<file path="config.mk">
export PLATFORM = sky130hd
export DESIGN_NAME = ifetch_prefetch
export DESIGN_NICKNAME = d
export VERILOG_FILES = /design/src/rtl/ifetch_prefetch.sv
export SDC_FILE = /design/constraint.sdc
export NUM_CORES = 1
export LEC_CHECK = 0
export BUFFER_PORTS_ARGS = -buffer_cell sky130_fd_sc_hd__buf_2
export CORE_UTILIZATION = 38
export DETAILED_ROUTE_END_ITERATION = 16
export GPL_ROUTABILITY_DRIVEN = 0
export MAX_ROUTING_LAYER = met4
export PLACE_DENSITY = 0.64
export SLEW_MARGIN = 20
export SYNTH_ARGS = -nofsm -noshare
export SYNTH_HDL_FRONTEND = slang
export SYNTH_SLANG_ARGS = --single-unit
</file>
<file path="constraint.sdc">
create_clock -name clk -period 6.05 [get_ports clk]
set_input_delay 1.21 -clock clk [delete_from_list [all_inputs] [get_ports clk]]
set_output_delay 1.21 -clock clk [all_outputs]
set_load 0.005 [all_outputs]
</file>
<file path="src/rtl/ifetch_prefetch.sv">
// Instruction fetch/prefetch stage: drives the OTP address, buffers returned words in a small FIFO.
// Optional fetch counter enabled by defining IFETCH_PERF_CNT_EN.
module ifetch_prefetch #(
   parameter int unsigned DEPTH    = 2,
   parameter logic [31:0] RESET_PC = 32'h0000_0000
) (
   input  logic        clk,
   input  logic        rst,
   output logic [31:0] otp_pa,
   input  logic [31:0] otp_pdataout,
   input  logic        fetch_en,
   input  logic        redirect_valid,
   input  logic [31:0] redirect_pc,
   output logic        instr_valid,
   input  logic        instr_ready,
   output logic [31:0] instr,
   output logic [31:0] instr_pc,
   output logic [31:0] perf_fetch_cnt
);

   localparam int unsigned PtrW = (DEPTH > 1) ? $clog2(DEPTH) : 1;
   localparam int unsigned CntW = PtrW + 1;
   localparam logic [CntW-1:0] DepthC = CntW'(DEPTH);

   logic [31:0]     fetch_pc_q, fetch_pc_d;
   logic [PtrW-1:0] wr_ptr_q, wr_ptr_d;
   logic [PtrW-1:0] rd_ptr_q, rd_ptr_d;
   logic [CntW-1:0] count_q, count_d;
   logic [31:0]     pc_mem_q   [DEPTH];
   logic [31:0]     word_mem_q [DEPTH];
   logic            push, pop;

   // Low address bits of a redirect target are dropped by construction.
   logic unused_redirect_lsb;
   assign unused_redirect_lsb = ^redirect_pc[1:0];

   assign otp_pa      = fetch_pc_q;
   assign instr_valid = (count_q != '0);
   assign instr       = word_mem_q[rd_ptr_q];
   assign instr_pc    = pc_mem_q[rd_ptr_q];

   always_comb begin
      pop        = instr_valid && instr_ready;
      push       = fetch_en && !redirect_valid && ((count_q < DepthC) || pop);
      fetch_pc_d = fetch_pc_q;
      wr_ptr_d   = wr_ptr_q;
      rd_ptr_d   = rd_ptr_q;
      count_d    = count_q;
      if (redirect_valid) begin
         fetch_pc_d = {redirect_pc[31:2], 2'b00};
         wr_ptr_d   = '0;
         rd_ptr_d   = '0;
         count_d    = '0;
      end else begin
         if (push) begin
            wr_ptr_d   = wr_ptr_q + 1'b1;
            fetch_pc_d = fetch_pc_q + 32'd4;
         end
         if (pop) begin
            rd_ptr_d = rd_ptr_q + 1'b1;
         end
         count_d = count_q + CntW'(push) - CntW'(pop);
      end
   end

   always_ff @(posedge clk) begin
      if (rst) begin
         fetch_pc_q <= RESET_PC;
         wr_ptr_q   <= '0;
         rd_ptr_q   <= '0;
         count_q    <= '0;
      end else begin
         fetch_pc_q <= fetch_pc_d;
         wr_ptr_q   <= wr_ptr_d;
         rd_ptr_q   <= rd_ptr_d;
         count_q    <= count_d;
      end
   end

   always_ff @(posedge clk) begin
      if (rst) begin
         for (int i = 0; i < int'(DEPTH); i++) begin
            pc_mem_q[i]   <= '0;
            word_mem_q[i] <= '0;
         end
      end else if (push) begin
         pc_mem_q[wr_ptr_q]   <= fetch_pc_q;
         word_mem_q[wr_ptr_q] <= otp_pdataout;
      end
   end

`ifdef IFETCH_PERF_CNT_EN
   logic [31:0] perf_cnt_q, perf_cnt_d;

   // Counts every accepted word; redirects deliberately do not clear it.
   always_comb begin
      perf_cnt_d = perf_cnt_q;
      if (push) begin
         perf_cnt_d = perf_cnt_q + 32'd1;
      end
   end

   always_ff @(posedge clk) begin
      if (rst) begin
         perf_cnt_q <= '0;
      end else begin
         perf_cnt_q <= perf_cnt_d;
      end
   end

   assign perf_fetch_cnt = perf_cnt_q;
`else
   assign perf_fetch_cnt = 32'h0;
`endif

endmodule

</file>
Yosys cells after proc, flatten, opt, wreduce, memory -nomap -nowiden
Memory sizes are Yosys's and may differ from the RTL's. A register that Yosys moved wholly into a read port is not among the register bits.
Index checks and enable logic that the tools add are counted.

storage, ports and cells
  register bits = 36
  RAM bits = 128
  output and inout port bits = 129
  logic and storage cells = 40
  memories kept = 2

operators by class
  $add $sub $neg = 5
  magnitude comparators = 1
  mux-type cells = 17
  reduce and logical (&&, ||, !) cells = 10

memory list
  memory      depth  bits a word  rd ports  clocked after memory_dff  wr ports  line  text
  pc_mem_q    2      32           1         1                         2         29    logic [31:0] pc_mem_q [DEPTH];
  word_mem_q  2      32           1         1                         2         30    logic [31:0] word_mem_q [DEPTH];

operators with widths
  cell                                                             number
  32-bit two-way mux                                               4
  32-bit OR reduction                                              2
  32-bit by 3-bit adder with 32-bit output, second input constant  1
  1-bit two-way mux                                                13
  2-bit nonzero test                                               2
  1-bit logical AND                                                3
  1-bit adder, second input constant                               2
  2-bit by 1-bit adder with 2-bit output                           1
  2-bit < comparator, second input constant                        1
  2-bit OR reduction                                               1
  2-bit by 1-bit subtractor with 2-bit output                      1
  1-bit logical NOT                                                1
  1-bit logical OR                                                 1

Depth between registers and ports, before layout
  depth in word-level cells = 9
  mapped depth = 9

Worst setup path after synthesis
Ideal clock, no wire load.

  path type = input port to flip-flop
  start = input redirect_valid
  end = memory pc_mem_q[0][10], enable pin
  setup time = 0.495 ns
  arrival time = 4.686 ns
  data required time = 5.555 ns
  slack = 0.869 ns
  cell stages on the path = 4
  buffers on the path = 1
  cells stage by stage = clkbuf_1 > inv_8 > nand3_1 > o21bai_1

RTL lines
  element      line  text
  from (decl)  12    input logic redirect_valid,
  to (decl)    29

==> summary.md <==
| Metric | Value |
|---|---|
| Status | completed |
| CP Buf/Inv Count | 3 |
| Final hold vios | 0 |
| Delay-heaviest family, CP | buffers and inverters |
| Via count | 5,214 |
| Final Critical Period | 3626 ps |
| Post-CTS setup buffers | 0 |
| PortBufs | 159 |
| Met1 Use GR | 23.32% |
| CTS sink count | 159 |
| Clock Skew | 18.92 ps |
| CP Cell Sequence | buf_2, inv_8, nand3_1, o21bai_4, buf_4 |
| GR Layer Usage met3 | 3.511% |
| Post-synth top area share | 47.60% |
| Worst endpoint required time | 6100 ps |
| Grt peak-use layer | met2 |
| Vert. Die Dim | 145.5 µm |
| Antenna violations before repair | 0 |
| Number of remaining DRC errors | 0 |
| TritonCTS Buffers | 17 |
| Number of global-route vias before repair | 4,932 |
| Vias per inst | 4.891 |
| CTS tree | yes |
| Dpl cells | 1,034 |
| Global-route wire length before repair | 27,960 µm |
| Final setup fails | 0 |
| Fin. max-slew vios | 0 |
| Sequential cell area fraction in the yosys report | 56.56% |
| Std-Cell Rows | 52 |
| CP endpoint kind | flop |
| Met2 usage | 27.96% |
| Area Growth Syn to Fin | 18.76% |
| Post-cts sizing count | 0 |
| Hold WC Path Type | flop to flop |
| ANT cells | 0 |
| Total of max-cap violations | 0 |
| Worst-path fanout max | 46 |
| Layout Nets | 855 |
| Max rail drop VDD | 198.8 µV |
| Worst-Margin Slew | 960.8 ps |
| Fmax | 275.8 MHz |
| Core Area | 0.02023 mm² |
| Slowest CP cell | buf_4 |
| DP HPWL | 11,370 µm |
| Predominant post-synthesis flop cell | edfxtp_1 |
| Gate Count Post-Synth | 644 |
| Largest net degree at the start of global routing | 63 |
| CTS clk-pin slew, worst paths | 70 ps |
| Total Die Area | 0.02116 mm² |
| Pwr/cell area | 280.2 mW/mm² |
| Final antenna-violating net count | 0 |
| P_leak | 3.759 nW |
| Global Route Usage Sum | 17.89% |
| Cell taking the most area after synthesis | edfxtp_1 |
| Most frequent cells after synthesis | 124 x edfxtp_1, 122 x and2_1, 63 x mux2_2, 40 x buf_4, 35 x dfxtp_1 |
| Total grt overflow | 0 |
| Synth area leaders | edfxtp_1 48%, and2_1 9.8%, mux2_2 9.1% |
| Final std cells w/o fill | 1,066 |
| Crit path DAT | 3680 ps |
| Critical path class | input pin to flop |
| # H-tree levels | 4 |
| First-pass DRT Iterations | 4 |
| CTS Root Cell | clkbuf_16 |
| Post-synthesis sequential element count | 159 |
| Post-synth ARST share | 0% |
| Longest Clk Path Bufs | 2 |
| I/O pin count | 198 |
| Initial core utilization | 38.66% |
| Setup_tns | 0 ps |
| Routed WL | 18,200 µm |
| Most frequent cell after synthesis | edfxtp_1 |
| # hold bufs at CTS | 0 |
| Final Cycle Share | 59.94% |
| Synth cell types | 61 |
| Syn. warnings | 0 |
| Mean area per synthesized cell | 12.15 µm² |
| DR WL/cell | 17.07 µm |
| Mapped cell area | 0.007823 mm² |
| Slowest stage delay, CP | 660 ps |
| Die width | 145.5 µm |
| Layout cells sized above 1 | 35.05% |
| Iteration-0 DRC Markers | 274 |
| RSZ-0062 raised after global routing | no |
| Clk Latency, worst-skew pair | 420 ps |
| Crit path launch type | input pin |
| Post-synth EDFFs | 124 |
| Relative slew slack | 35.94% |
## report_power, final
part / switching [W] / internal (W) / total (W)
combinational: 0.000111 / 0.0000962 / 0.000207
sequential: 0.0000435 / 0.00124 / 0.00128
clock: 0.000442 / 0.000675 / 0.00112
## tightest hold or removal path, delay by kind of cell, from the launching register on
kind                      cells  cell delay, ps
and+or+nand+nor               1              50
DFF                           1             330
xor gates and xnor gates      1             140
## state kept, by name, indices dropped and copies added, names as in the netlist, named ones only
register	flops
word_mem_q	64
pc_mem_q	60
otp_pa	30
rd_ptr_q	1
count_q	2
wr_ptr_q	1
## cell families (layout without fill, tap and decap cells)
logic type | after synthesis | in the layout | synth area share [%]
DFF | 159 | 159 | 56.56
muxes | 63 | 63 | 9.069
adders and majority gates | 3 | 3 | 0.4799
other | 1 | 36 | 0.04794
buffers and inverters | 88 | 205 | 6.574
xor gates and xnor gates | 11 | 11 | 1.232
AOI/OAI and AO/OA | 54 | 54 | 5.598
and+or+nand+nor | 265 | 265 | 20.44
## final cells by class
type,count,area (µm²)
clock buffers,20,456.7
clock inverters,12,158.9
fillers,1884,10940
inverters,11,48.80
multi-input cells,432,3042
flip-flops and latches,159,4428
well taps,270,337.8
repair buffers,162,818.3
## placed cells by master, fill, tap and decap left out, types with 10 or more instances in the layout
cell       netlist  routed
clkbuf_16        0      17
a311oi_1        15      15
nand2_1         19      19
nor2_1          32      32
and2_1         122     122
nor4_1          16      16
buf_2            3     159
conb_1           1      36
dfxtp_1         35      34
mux2_2          63      63
nand3_1         14      14
edfxtp_1       124     124
inv_1           10      10
## final timing paths
check / from / endpoint / depth (start not counted) / slack, ps
worst min-delay path: rd_ptr_q / flop / 2 / 550
worst max register to register: count_q[1] / word_mem_q[0][14] / 4 / 3240
worst min register to register: rd_ptr_q / flop / 2 / 550
worst max-delay path: redirect_valid / word_mem_q[0][14] / 5 / 2420
## through the flow
step	area [µm²]	hold slack [ps]	setup slack (ps)	total power [W]	utilization (%)
after floorplan	7954	520.2	868.7	0.001425	-
after global placement	8675	523.9	1982	0.001509	42.87
after detailed placement	8675	534.4	1951	0.001512	42.87
after CTS	9290	545.6	2390	0.002632	45.91
after global routing	9290	562.7	2242	0.002691	45.91
final	9290	545.4	2424	0.002603	45.91
## layer usage
layer | vias to the layer above | share of wire, %
met5 | - | 0
met4 | 0 | 0.58
li1 | 2555 | -
met1 | 2512 | 47
met3 | 9 | 4.1
met2 | 138 | 48
Power figures use the tool's default switching activity.
